File: src/rtl/dut_alu_fifo.sv
// dut_alu_fifo: four-op arithmetic unit (INC/DEC/ADD/SUB) feeding an output FIFO.
//
// Operations enter through a valid/ready handshake, are computed combinationally
// and written into the FIFO at the accepting edge. Results leave in acceptance
// order through a second valid/ready handshake.
//
// Optional build macro: DUT_ALU_SAT_EN selects saturating arithmetic (a carry
// clamps the result to all ones, a borrow clamps it to zero). When the macro is
// undefined, results wrap around and dflag is the raw carry/borrow.
//
// Parameters:
//   DATA_W    operand/result width (>= 2)
//   DEPTH     FIFO entries (power of two, >= 2)
// Ports:
//   clk       rising-edge clock
//   rst       asynchronous active-low reset
//   in_valid  operation valid
//   in_ready  an operation can be accepted this cycle
//   cmd       opcode: 0 INC, 1 DEC, 2 ADD, 3 SUB
//   data      operand A
//   addr      operand B (ADD/SUB only)
//   out_valid FIFO head holds a result
//   out_ready consumer takes the head this cycle
//   dout      result at the FIFO head
//   dflag     carry (INC/ADD) or borrow (DEC/SUB) of the head result
//   level     current FIFO occupancy
module dut_alu_fifo #(
    parameter int unsigned DATA_W = 8,
    parameter int unsigned DEPTH  = 4
) (
    input  logic                     clk,
    input  logic                     rst,
    input  logic                     in_valid,
    output logic                     in_ready,
    input  logic [1:0]               cmd,
    input  logic [DATA_W-1:0]        data,
    input  logic [DATA_W-1:0]        addr,
    output logic                     out_valid,
    input  logic                     out_ready,
    output logic [DATA_W-1:0]        dout,
    output logic                     dflag,
    output logic [$clog2(DEPTH):0]   level
);

    localparam int unsigned PtrW = $clog2(DEPTH);
    localparam logic [PtrW:0] LvlFull = DEPTH[PtrW:0];

    // Each entry stores {flag, result}.
    logic [DATA_W:0]   r_mem [DEPTH];
    logic [PtrW-1:0]   r_wr;
    logic [PtrW-1:0]   r_rd;
    logic [PtrW:0]     r_level;
    // Last popped entry; shown on dout/dflag while the FIFO is empty.
    logic [DATA_W:0]   r_last;

    logic              w_push;
    logic              w_pop;
    logic [DATA_W:0]   w_a;
    logic [DATA_W:0]   w_b;
    logic [DATA_W:0]   w_one;
    logic [DATA_W:0]   w_sum;
    logic [DATA_W-1:0] w_res;
    logic              w_flag;
    logic [DATA_W:0]   w_head;

    // Gating with rst holds in_ready low throughout reset.
    assign in_ready  = rst && (r_level < LvlFull);
    assign out_valid = (r_level != '0);
    assign level     = r_level;
    assign w_push    = in_valid && in_ready;
    assign w_pop     = out_valid && out_ready;

    assign w_a   = {1'b0, data};
    assign w_b   = {1'b0, addr};
    assign w_one = {{DATA_W{1'b0}}, 1'b1};

    // One extra bit captures carry on add and borrow on subtract (wraps to 1).
    always_comb begin
        w_sum = '0;
        unique case (cmd)
            2'd0: w_sum = w_a + w_one;
            2'd1: w_sum = w_a - w_one;
            2'd2: w_sum = w_a + w_b;
            2'd3: w_sum = w_a - w_b;
            default: w_sum = '0;
        endcase
    end

    assign w_flag = w_sum[DATA_W];

    always_comb begin
        w_res = w_sum[DATA_W-1:0];
`ifdef DUT_ALU_SAT_EN
        // cmd[0] clear: INC/ADD clamp high; set: DEC/SUB clamp low.
        if (w_flag) begin
            w_res = cmd[0] ? '0 : '1;
        end
`endif
    end

    assign w_head = r_mem[r_rd];

    always_comb begin
        dout  = r_last[DATA_W-1:0];
        dflag = r_last[DATA_W];
        if (out_valid) begin
            dout  = w_head[DATA_W-1:0];
            dflag = w_head[DATA_W];
        end
    end

    // Storage needs no reset: entries are only read once level covers them.
    always_ff @(posedge clk) begin
        if (w_push) begin
            r_mem[r_wr] <= {w_flag, w_res};
        end
    end

    always_ff @(posedge clk or negedge rst) begin
        if (!rst) begin
            r_wr    <= '0;
            r_rd    <= '0;
            r_level <= '0;
            r_last  <= '0;
        end else begin
            // Pointers wrap naturally since DEPTH is a power of two.
            if (w_push) begin
                r_wr <= r_wr + 1'b1;
            end
            if (w_pop) begin
                r_rd   <= r_rd + 1'b1;
                r_last <= w_head;
            end
            unique case ({w_push, w_pop})
                2'b10:   r_level <= r_level + 1'b1;
                2'b01:   r_level <= r_level - 1'b1;
                default: r_level <= r_level;
            endcase
        end
    end

endmodule

File: config.mk
export PLATFORM = sky130hd
export DESIGN_NAME = dut_alu_fifo
export DESIGN_NICKNAME = d
export VERILOG_FILES = /design/src/rtl/dut_alu_fifo.sv
export SDC_FILE = /design/constraint.sdc
export NUM_CORES = 1
export LEC_CHECK = 0
export BUFFER_PORTS_ARGS = -buffer_cell sky130_fd_sc_hd__buf_2
export CAP_MARGIN = 20
export CELL_PAD_IN_SITES_DETAIL_PLACEMENT = 0
export CELL_PAD_IN_SITES_GLOBAL_PLACEMENT = 2
export CORE_ASPECT_RATIO = 1.4
export CORE_MARGIN = 2
export CORE_UTILIZATION = 38
export CTS_BUF_LIST = sky130_fd_sc_hd__clkbuf_2 sky130_fd_sc_hd__clkbuf_4 sky130_fd_sc_hd__clkbuf_8
export CTS_CLUSTER_DIAMETER = 150
export DETAILED_ROUTE_END_ITERATION = 12
export PLACE_DENSITY = 0.9
export RECOVER_POWER = 100
export SYNTH_ARGS = -nofsm -noshare
export SYNTH_HDL_FRONTEND = slang
export SYNTH_SLANG_ARGS = --single-unit
export TNS_END_PERCENT = 20
File: constraint.sdc
create_clock -name clk -period 1.8 [get_ports clk]
set_input_delay 0.36 -clock clk [delete_from_list [all_inputs] [get_ports clk]]
set_output_delay 0.36 -clock clk [all_outputs]
set_load 0.02 [all_outputs]
After elaboration in Yosys (flattened, before gate mapping)
Memories as Yosys holds them, arrays and structs flattened.
Index checks and enable logic that the tools add are counted.

cells by class
  add/sub/neg operators = 8
  equality and inequality tests = 5
  magnitude comparators = 1
  mux-type cells = 6
  reductions and logical operators = 6

operator list
  operator                                              number
  case mux 9 bit (4 select lines)                       1
  adder 8 x 1 -> 9 bit (second input constant)          1
  adder 8 x 8 -> 9 bit                                  1
  subtractor 8 x 1 -> 9 bit (second input constant)     1
  subtractor 8 x 8 -> 9 bit                             1
  two-way mux 8 bit                                     1
  equality test 2 bit (second input constant)           3
  case mux 3 bit (2 select lines)                       1
  adder 2 x 1 -> 2 bit (second input constant)          2
  equality test 2 x 1 -> 1 bit (second input constant)  2
  adder 3 x 1 -> 3 bit (second input constant)          1
  logical AND 1 bit                                     3
  < comparator 3 bit (second input constant)            1
  two-way mux 1 bit                                     3
  nonzero test 3 bit                                    1
  subtractor 3 x 1 -> 3 bit (second input constant)     1
  logical NOT 2 bit                                     1
  nonzero test 2 bit                                    1

word-level totals
  memories kept = 1
  memory bits (writable) = 36
  register bits = 16

memory list
  name   words  width  rd ports  clocked after memory_dff  write ports  line  RTL
  r_mem  4      9      1         0                         1            49    logic [DATA_W:0] r_mem [DEPTH];

Longest topological paths before layout
  depth after elaboration = 5
  mapped depth = 11
  depth with buffers taken out = 11

Worst setup path before layout
No wires, ideal clock.

  path type = input -> register
  start = input cmd[1]
  end = memory r_mem[0][6] in the netlist's numbering, data pin
  arrival time = 2334 ps
  library setup time = 230 ps
  stages on the path = 9
  setup slack = -764 ps
  cell sequence = clkbuf_1 clkbuf_1 o211ai_1 o21a_1 ha_1 nor2b_1 o31a_1 or4_1 o311ai_1

between the ends
  longest elaborated chain between the ends = 2
  elaborated cells on any way between the ends = 5

ends and longest elaborated chain
  element                                      line  RTL
  from (decl)                                  35    input logic [1:0] cmd,
  equality test 2 bit (tied with other cells)  80    unique case (cmd)
  case mux 9 bit (4 select lines) *            80
  named net w_sum[6]                           61    logic [DATA_W:0] w_sum;
  to (decl)                                    49

Mark *: on every way through the listed nets, which the timed path passes. The rest lies on a longest branch.

Worst setup path in the final report
  start = register r_rd[0]
  end = output dout[6]

between the ends
  longest elaborated chain between the ends = 2

ends and longest elaborated chain
  element                  line  RTL
  from (decl)              51    logic [PtrW-1:0] r_rd;
  from (signal assigned)   131   r_rd <= r_rd + 1'b1;
  memory read (4 x 9 bit)  n/a
  two-way mux 8 bit        106   if (out_valid) begin
  to (decl)                40    output logic [DATA_W-1:0] dout,

No other way between the ends.

==> reports/results.ini <==
[logic_synthesis]
ys_seq_area_frac = 0.5326
netlist_area_um2 = 2781
async_reset_ff_frac = 0.3077
syn-num-nets = 242
synth_compound_area_frac = 0.08862
synth-adder-area-share = 0.07737
yosysWarnings = 0
synth_simple_gate_area_frac = 0.07512
synth_edf_count = 36
ys_seq_elements = 52
ys_types = 40
muxShareOfSynthArea = 0.1552
synth-xor-area-share = 0.03149
synth_flop_cell = edfxtp_1
postSynthAreaPerCell_um2 = 13.63
synth_top_family_by_area = multiplexers
syn_inst = 204

[grt]
grt_max_degree = 17
antenna_found_initial = 0
grt_use_total = 0.1364
grt_first_pass_wirelength_mm = 8.776
grt_pass1_vias = 1978
overflow = 0

[cells_and_area]
fin_util = 0.5483
area_growth_pct = 38.51
final_cell_mix = buf_4, edfxtp_1, buf_2
finalNonFillerCells = 388
fin_nets = 330
seq_area_um2 = 1483
drive_gt1_frac = 0.4881
multiInputGateArea_um2 = 1399
antennaDiodeCount = 0
fill_cells = 608

[detailed_routing]
drt-total-wl_mm = 5.193
vias = 1915
dr.pass1.iters = 4
drtIter0Drc = 91
drt_drc_violations_left = 0
post_drt_wl_per_cell_um = 13.38
vias_per_cell = 4.936
ant_nets = 0

[clock_tree]
clk_latency_ns = 0.30
htreeDepth = 2
cts_max_path_buffers = 2
cts_made_buffers = 5
clock-root-buffer = clkbuf_8
cts_tree = yes
clkTransAtPathRegs_ns = 0.09
clock_sinks = 52

[setup_path]
cp_data_required_time_ns = 1.44
crit_chain = buf_12, mux4_2, mux2_4, buf_6
startpoint_type = flop
path_class = flop to output port
worst-path-buf-inv = 2
arrival_ns = 1.82
cp_top_family = multiplexers
slowest_stage = mux4_2
cp_slowest_stage_delay_ns = 0.52
end_kind = output port
crit_fanout = 6

[timing]
finalCritPeriodShare = 1.209
slew_viol_final = 0
fin_skew_ns = 0.01041
worstMarginPinSlew_ns = 0.8895
finalCriticalPeriod_ns = 2.175
finalSetupTns_ns = -10.47
holdWs_ns = 0.5177
setup_viol = 35
fmax_mhz = 459.7
max_slew_margin = 0.4070
rsz0062_at_grt = yes
finalHoldViolCount = 0
final.setup.worst_slack_ns = -0.3754

[floorplanning]
die_h_um = 105.2
io_pins = 36
coreArea_um2 = 7027
die_width_um = 76.31
die-area_um2 = 8030
rows = 36
start_util = 0.3958

[place]
dp.cells = 372
dpl_worst_slack_ns = -0.8206
io_buffer_count = 35
gp_congestion = 0.7340
hpwl_mm = 3.850

[worst_hold_path]
min_path_type = flop to flop

[outcome]
violations = negative setup slack
status = finished, violations left

[power_and_ir_drop]
p_leak_nw = 1.585
vdd_drop_max_v = 0.0007100
power_density_nw_per_um2 = 1287

[run]
drv_cap = 0

-- cells in the mapped netlist (5+ instances only) --
cell / n / share of area
edfxtp_1: 36 / 0.39
inv_1: 18 / 0.024
dfrtp_1: 16 / 0.14
ha_1: 14 / 0.063
mux2_2: 10 / 0.040
mux4_2: 9 / 0.073
o21a_1: 9 / 0.024
mux2_4: 7 / 0.038
nand2_1: 7 / 0.0094
a21oi_1: 6 / 0.011
nor2_1: 6 / 0.0081
nor2b_1: 5 / 0.011
nor3_1: 5 / 0.0090
xnor2_1: 5 / 0.016
xor2_1: 5 / 0.016
-- area by class of cell --
class                           instances  area share
Clock buffer                            6     0.01981
Clock inverter                          2    0.004222
Inverter                               18     0.02403
Multi-Input combinational cell        127      0.3631
Sequential cell                        52      0.3849
Tap cell                               95     0.03085
Timing Repair Buffer                   88      0.1731
-- registers in the layout, summed over array words and instances, names as in the netlist --
| name | count |
|---|---|
| level | 3 |
| r_last | 9 |
| r_mem | 36 |
| r_rd | 2 |
| r_wr | 2 |
-- report_power, final --
part           internal (mW)  leakage [nW]  switching, mW
combinational           1.43          1.03           1.15
sequential              1.59         0.512          0.138
clock                  0.292        0.0448          0.359
-- worst paths after layout --
path / slack [ns] / start / depth (start not counted) / endpoint
worst min register to register: 0.52 / r_last[4] / 1 / r_last[4]
worst max register to register: -0.09 / level[1] / 8 / level[2]
max in group asynchronous: 0.41 / rst / 3 / r_rd[0]
worst max-delay path: -0.38 / r_rd[0] / 4 / dout[6]
min in group asynchronous: 0.79 / rst / 3 / level[2]
worst min-delay path: 0.52 / r_last[4] / 1 / r_last[4]
-- layer usage --
metal / global-route usage / share of wire / up-vias
met3: 0.01627 / 0.024 / 7
met4: 0.05455 / 0.017 / 0
li1: - / - / 936
met5: 0 / 0 / -
met1: 0.1446 / 0.38 / 940
met2: 0.2686 / 0.58 / 32
-- cells by family (layout without fill, tap and decap cells) --
logic type,Yosys count,in the layout
AOI/OAI and AO/OA,36,36
xor gates and xnor gates,10,10
adders and majority gates,16,16
buffers and inverters,25,114
DFF,52,52
muxes,27,27
and+or+nand+nor,38,38
-- stage by stage --
stage	power (mW)	instance area (um^2)
after global placement	3.903	3485
after CTS	5.023	3806
after detailed placement	3.965	3485
after global routing	5.281	3852
after floorplan	3.256	2894
final	4.958	3852
-- repair_timing --
item / 4_1_cts / 5_1_grt
setup endpoints to repair: 36 / 40
hold endpoints to repair: 7 / 0
gates cloned: 1 / 0
setup buffers: 3 / 3
hold buffers: 1 / 0
gates resized for setup: 42 / 17
pin swaps: 7 / 7
No activity file was read; power rests on OpenSTA's default activity.
